### config.mk
export PLATFORM = sky130hd
export DESIGN_NAME = ppl_march
export DESIGN_NICKNAME = d
export VERILOG_FILES = /design/src/rtl/ppl_march.sv
export SDC_FILE = /design/constraint.sdc
export NUM_CORES = 1
export LEC_CHECK = 0
export CORE_MARGIN = 2
export CORE_UTILIZATION = 30
export DETAILED_ROUTE_END_ITERATION = 10
export HOLD_SLACK_MARGIN = 0.12
export PLACE_DENSITY_LB_ADDON = 0.2
export RECOVER_POWER = 50
export REMOVE_ABC_BUFFERS = 1
export SYNTH_ARGS = -nofsm -noshare
export SYNTH_HDL_FRONTEND = slang
export SYNTH_SLANG_ARGS = --single-unit
### constraint.sdc
create_clock -name clk -period 4.34 [get_ports clk]
set_clock_uncertainty 0.15 [all_clocks]
set_input_delay 0.434 -clock clk [delete_from_list [all_inputs] [get_ports clk]]
set_output_delay 0.434 -clock clk [all_outputs]
set_load 0.02 [all_outputs]
### src/rtl/ppl_march.sv
// ppl_march: fixed-step voxel ray marcher; one ray in flight, at most one framebuffer write per pass.
// Optional build macro PPL_MARCH_SHADE_EN darkens hits whose last step crossed an x-face.
module ppl_march #(
    parameter int unsigned MAX_STEPS = 32,
    parameter int unsigned MAX_PASS  = 15,
    parameter int unsigned WORLD     = 64,
    parameter logic [15:0] SKY_COLOR = 16'h867D
) (
    input  logic        clk,
    input  logic        rst,
    input  logic        in_valid,
    output logic        in_ready,
    input  logic [17:0] start_pos_x,
    input  logic [17:0] start_pos_y,
    input  logic [17:0] start_pos_z,
    input  logic [19:0] ray_slope_x,
    input  logic [19:0] ray_slope_y,
    input  logic [19:0] ray_slope_z,
    input  logic [19:0] pixel_addr,
    input  logic [3:0]  block_cnt,
    output logic        blk_req,
    output logic [5:0]  blk_x,
    output logic [5:0]  blk_y,
    output logic [5:0]  blk_z,
    input  logic        blk_ack,
    input  logic        blk_solid,
    input  logic [15:0] blk_color,
    output logic [17:0] end_pos_x,
    output logic [17:0] end_pos_y,
    output logic [17:0] end_pos_z,
    output logic [19:0] ray_slope_out_x,
    output logic [19:0] ray_slope_out_y,
    output logic [19:0] ray_slope_out_z,
    output logic [19:0] pixel_addr_out,
    output logic [3:0]  block_cnt_out,
    output logic        next_en,
    output logic        pass_done,
    output logic        pix_we,
    output logic [19:0] pix_addr,
    output logic [15:0] pix_data
);
    localparam int unsigned SW       = $clog2(MAX_STEPS + 1);
    localparam logic [SW-1:0] StepMax = SW'(MAX_STEPS);
    localparam logic [3:0] PassMax    = 4'(MAX_PASS);
    localparam logic [6:0] WorldLim   = 7'(WORLD);

    typedef enum logic [1:0] {StIdle, StStep, StLookup, StDone} state_e;

    state_e            state_q, state_d;
    logic [2:0][17:0]  pos_q, pos_d;
    logic [2:0][19:0]  slope_q, slope_d;
    logic [19:0]       pa_q, pa_d;
    logic [3:0]        bc_q, bc_d;
    logic [SW-1:0]     step_q, step_d;
    logic [2:0][17:0]  end_pos_q, end_pos_d;
    logic [2:0][19:0]  slope_out_q, slope_out_d;
    logic [19:0]       pa_out_q, pa_out_d;
    logic [3:0]        bc_out_q, bc_out_d;
    logic              next_en_q, next_en_d;
    logic              done_q, done_d;
    logic              we_q, we_d;
    logic [19:0]       waddr_q, waddr_d;
    logic [15:0]       wdata_q, wdata_d;
`ifdef PPL_MARCH_SHADE_EN
    logic              hit_x_q, hit_x_d;
`endif

    logic [2:0][18:0]  npos;
    logic              oob;
    logic              finish, write, fin_next;
    logic [15:0]       fin_color, hit_color;
    logic [3:0]        fin_bc;

    always_comb begin
        state_d     = state_q;
        pos_d       = pos_q;
        slope_d     = slope_q;
        pa_d        = pa_q;
        bc_d        = bc_q;
        step_d      = step_q;
        end_pos_d   = end_pos_q;
        slope_out_d = slope_out_q;
        pa_out_d    = pa_out_q;
        bc_out_d    = bc_out_q;
        next_en_d   = next_en_q;
        done_d      = 1'b0;
        we_d        = 1'b0;
        waddr_d     = waddr_q;
        wdata_d     = wdata_q;
        finish      = 1'b0;
        write       = 1'b0;
        fin_next    = 1'b1;
        fin_color   = SKY_COLOR;
        fin_bc      = bc_q;
        oob         = 1'b0;
`ifdef PPL_MARCH_SHADE_EN
        hit_x_d     = hit_x_q;
        hit_color   = hit_x_q ? {1'b0, blk_color[15:12], 1'b0, blk_color[10:6],
                                 1'b0, blk_color[4:1]} : blk_color;
`else
        hit_color   = blk_color;
`endif
        // 19-bit add: bit 18 catches both overflow and a step below zero
        for (int a = 0; a < 3; a++) begin
            npos[a] = {1'b0, pos_q[a]} + slope_q[a][18:0];
            oob     = oob | npos[a][18] | ({1'b0, npos[a][17:12]} >= WorldLim);
        end

        unique case (state_q)
            StIdle: begin
                if (in_valid) begin
                    pos_d   = {start_pos_z, start_pos_y, start_pos_x};
                    slope_d = {ray_slope_z, ray_slope_y, ray_slope_x};
                    pa_d    = pixel_addr;
                    bc_d    = block_cnt;
                    step_d  = '0;
                    state_d = StStep;
                end
            end
            StStep: begin
                if (oob) begin
                    finish = 1'b1;
                    write  = 1'b1;
                end else begin
                    for (int a = 0; a < 3; a++) pos_d[a] = npos[a][17:0];
                    step_d  = step_q + SW'(1);
`ifdef PPL_MARCH_SHADE_EN
                    hit_x_d = (npos[0][17:12] != pos_q[0][17:12]);
`endif
                    state_d = StLookup;
                end
            end
            StLookup: begin
                if (blk_ack) begin
                    if (blk_solid) begin
                        finish    = 1'b1;
                        write     = 1'b1;
                        fin_color = hit_color;
                    end else if (step_q < StepMax) begin
                        state_d = StStep;
                    end else if (bc_q >= PassMax) begin
                        finish = 1'b1;
                        write  = 1'b1;
                    end else begin
                        finish   = 1'b1;
                        fin_next = 1'b0;
                        fin_bc   = bc_q + 4'd1;
                    end
                end
            end
            StDone:  state_d = StIdle;
            default: state_d = StIdle;
        endcase

        if (finish) begin
            state_d     = StDone;
            done_d      = 1'b1;
            next_en_d   = fin_next;
            end_pos_d   = pos_q;
            slope_out_d = slope_q;
            pa_out_d    = pa_q;
            bc_out_d    = fin_bc;
        end
        if (write) begin
            we_d    = 1'b1;
            waddr_d = pa_q;
            wdata_d = fin_color;
        end
    end

    always_ff @(posedge clk) begin
        if (rst) begin
            state_q     <= StIdle;
            pos_q       <= '0;
            slope_q     <= '0;
            pa_q        <= '0;
            bc_q        <= '0;
            step_q      <= '0;
            end_pos_q   <= '0;
            slope_out_q <= '0;
            pa_out_q    <= '0;
            bc_out_q    <= '0;
            next_en_q   <= 1'b0;
            done_q      <= 1'b0;
            we_q        <= 1'b0;
            waddr_q     <= '0;
            wdata_q     <= '0;
`ifdef PPL_MARCH_SHADE_EN
            hit_x_q     <= 1'b0;
`endif
        end else begin
            state_q     <= state_d;
            pos_q       <= pos_d;
            slope_q     <= slope_d;
            pa_q        <= pa_d;
            bc_q        <= bc_d;
            step_q      <= step_d;
            end_pos_q   <= end_pos_d;
            slope_out_q <= slope_out_d;
            pa_out_q    <= pa_out_d;
            bc_out_q    <= bc_out_d;
            next_en_q   <= next_en_d;
            done_q      <= done_d;
            we_q        <= we_d;
            waddr_q     <= waddr_d;
            wdata_q     <= wdata_d;
`ifdef PPL_MARCH_SHADE_EN
            hit_x_q     <= hit_x_d;
`endif
        end
    end

    assign in_ready        = (state_q == StIdle);
    assign blk_req         = (state_q == StLookup);
    assign blk_x           = pos_q[0][17:12];
    assign blk_y           = pos_q[1][17:12];
    assign blk_z           = pos_q[2][17:12];
    assign end_pos_x       = end_pos_q[0];
    assign end_pos_y       = end_pos_q[1];
    assign end_pos_z       = end_pos_q[2];
    assign ray_slope_out_x = slope_out_q[0];
    assign ray_slope_out_y = slope_out_q[1];
    assign ray_slope_out_z = slope_out_q[2];
    assign pixel_addr_out  = pa_out_q;
    assign block_cnt_out   = bc_out_q;
    assign next_en         = next_en_q;
    assign pass_done       = done_q;
    assign pix_we          = we_q;
    assign pix_addr        = waddr_q;
    assign pix_data        = wdata_q;

endmodule
==> metrics.txt <==
outcome=finished with violations; failing checks=max-capacitance violations, max-slew violations; Synth Flop Type=dfxtp_1; final-stage net count=2,340; Worst Setup Start Kind=flop; final hold vios=0; Clk pin slew, worst setup/hold paths=0.07 ns; Die Y=224 um; global routing usage on met1=23.1%; largest net degree at the start of global routing=140; CTS tree=done; GRT busiest layer=met2; Antenna Cells=0; Iter 0 DRT Violations=766; Leakage=7.76 nW; VDD IR-drop max=0.270 mV; total gr overflow=0; CTS Hold Bufs=0; Die X-Extent=224 um; PortBufs=355; drt wl/cell=17.2 um; RSZ-0062 raised after global routing=no; Seq. cell area=6470 sq um; Async SR Flop Fraction=0%; final WL=47,300 um; critical path peak fanout=16; initial antenna violation count=3; Ys Warns=0; grt met2 use=30.2%; sequential-to-total area share from yosys stat=44.4%; mapped cell area=14,600 sq um; vias in the first global route=13,100; Skew-Pair Late Insertion Delay=0.56 ns; IO Count=356; area occupied by multi-input gates=7420 sq um; DR pass1 iterations=6; GRT Overall Usage=18.1%; placed cell count=2,691; worst setup path class=reg2reg; Final period util=91.2%; fin crit period=3.96 ns; row cnt=80; clk sink count=323; DRC=0; post-CTS setup buffers=0; Fmax=253 MHz; Post-CTS Resized=0; Slew @ Worst Pin=2.20 ns; data required time of the worst path=4.60 ns; Final setup viols=0; clk buf depth=3; share of layout cells above drive strength 1=4.58%; Post-synth EDFFs=0; Slew HR=-46.6%; post-route setup TNS=0 ns; die area=50,300 sq um; Starting Density=30.4%; H-tree depth=2; Fillers=4,908; average cell area after synthesis=7.93 sq um; final weighted congestion in routability-driven placement=0.820; Yosys cell types=59; final core utilization=41.2%; met3 usage=4.83%; post-synthesis cell count=1,837; Slew Viols, Final=85; Antenna Violating Nets Remaining=0; Finished Layout Cells=2,757; HPWL Detailed=31,000 um; Setup crit end kind=flop; area delta synth->final=35.3%; number of CTS-inserted buffers=39; core area=47,800 sq um; pwr dens=531 nW/um^2; Hold WC Path Type=in2reg; Yosys reg bits=323; drt via density=4.91; via count=13,500; first-pass GRT wire length=72,500 um; Root Buffer=clkbuf_16; max capacitance violation total=1; Critical Path AT=4.22 ns
==> metrics by stage <==
step / hold WS, ns / power [mW] / worst slack (ns) / area (sq um)
floorplan: 0.276 / 6.04 / -1.57 / 13900
global placement: 0.289 / 7.40 / 0.327 / 18500
detailed placement: 0.293 / 7.46 / 0.212 / 18500
CTS: 0.223 / 10.7 / 0.202 / 19700
global route: 0.246 / 11.2 / 0.0779 / 19700
finish: 0.267 / 10.5 / 0.383 / 19700
==> cell usage in the layout (no fill, tap or decap), drive strengths merged, types with 30 or more instances in the layout <==
| master | netlist | routed |
|---|---|---|
| clkbuf | 72 | 55 |
| nand2 | 520 | 520 |
| o21ai | 30 | 30 |
| clkdlybuf4s50 | 0 | 159 |
| nor3 | 33 | 33 |
| nor2 | 109 | 109 |
| xnor2 | 33 | 33 |
| a211oi | 70 | 70 |
| ha | 60 | 60 |
| dlygate4sd3 | 0 | 195 |
| a21oi | 309 | 309 |
| dfxtp | 323 | 323 |
==> worst max-delay path, stage by stage, from the launching register on <==
cell,delay (ns)
dfxtp_1,0.36
ha_1,0.21
inv_1,0.06
fa_1,0.39
nor2b_1,0.20
o2111ai_1,0.16
a31o_2,0.26
a211oi_1,0.46
or3b_2,0.25
nand4_4,0.23
o31a_2,0.54
buf_4,0.23
a211oi_1,0.22
a211oi_1,0.08
==> registers in the layout (all words and copies together) (netlist names), 16 cells and up <==
name / flops
pix_addr: 20
slope_q: 60
pixel_addr_out: 20
ray_slope_out_z: 20
end_pos_x: 18
pa_q: 20
ray_slope_out_x: 20
end_pos_z: 18
pos_q: 36
end_pos_y: 18
ray_slope_out_y: 20
pix_data: 16
==> cell usage after synthesis, drive strengths merged (3+ instances only) <==
library cell  number  area [sq um]
a21o              24           180
dfxtp            323          6470
mux2i             28           293
inv               20          75.1
and4               4          35.0
o211ai             4          30.0
nor2b             12          75.1
clkbuf            72           270
a31o               3          26.3
o31ai              4          57.6
nand2            520          1960
or3                8          50.1
o21a              11          82.6
and2               5          31.3
fa                 3          60.1
nor2             109           409
a31oi              7          43.8
xnor2             33           289
nor3              33           165
buf               62           384
and3               6          37.5
nor3b              3          22.5
o21ai             30           158
a211oi            70           526
nand2b             7          43.8
ha                60           751
a21oi            309          1550
or2                3          18.8
a211o              3          26.3
o21bai             8          63.8
xor2               4          35.0
nand3             19          95.1
o31a               5          43.8
or4                3          22.5
nand4              5          46.3
==> report_power, final <==
group          switching (mW)  total (mW)  internal [mW]
clock network            1.30        3.15           1.85
logic                    2.16        3.54           1.39
registers               0.372        3.77           3.40
==> routing by layer <==
layer | part of all wire [%] | wire, um
met1 | 44 | 20900
met2 | 48 | 22500
met3 | 6.1 | 2870
met4 | 2.1 | 993
met5 | 0.057 | 27
==> path summary, 6_finish.rpt <==
path	cells after the start	end	start	slack [ns]
worst max-delay path	13	pos_q[1]	slope_q[0]	0.38
worst min register to register	2	pix_data[12]	pix_data[12]	0.29
worst max register to register	13	pos_q[1]	slope_q[0]	0.38
worst min-delay path	3	bc_q[3]	block_cnt[3]	0.27
==> cells by family (layout without fill, tap and decap cells) <==
group / count (synthesis) / after routing / share of synthesized area [%]
xor+xnor: 37 / 37 / 2.22
flops: 323 / 323 / 44.4
buf+inv: 154 / 458 / 5.01
mux: 28 / 28 / 2.01
fa+ha+maj: 63 / 63 / 5.57
simple gates: 741 / 741 / 20.9
compound gates: 491 / 492 / 19.9
==> cell type report <==
class	count	area share (%)
multi-input combinational	1361	37.6
sequential	323	32.8
timing repair buffer	373	19.2
clock buffer	54	5.66
tap	615	3.90
clock inverter	11	0.457
inverter	20	0.381
Note: power is estimated with default switching activity, not from simulation.
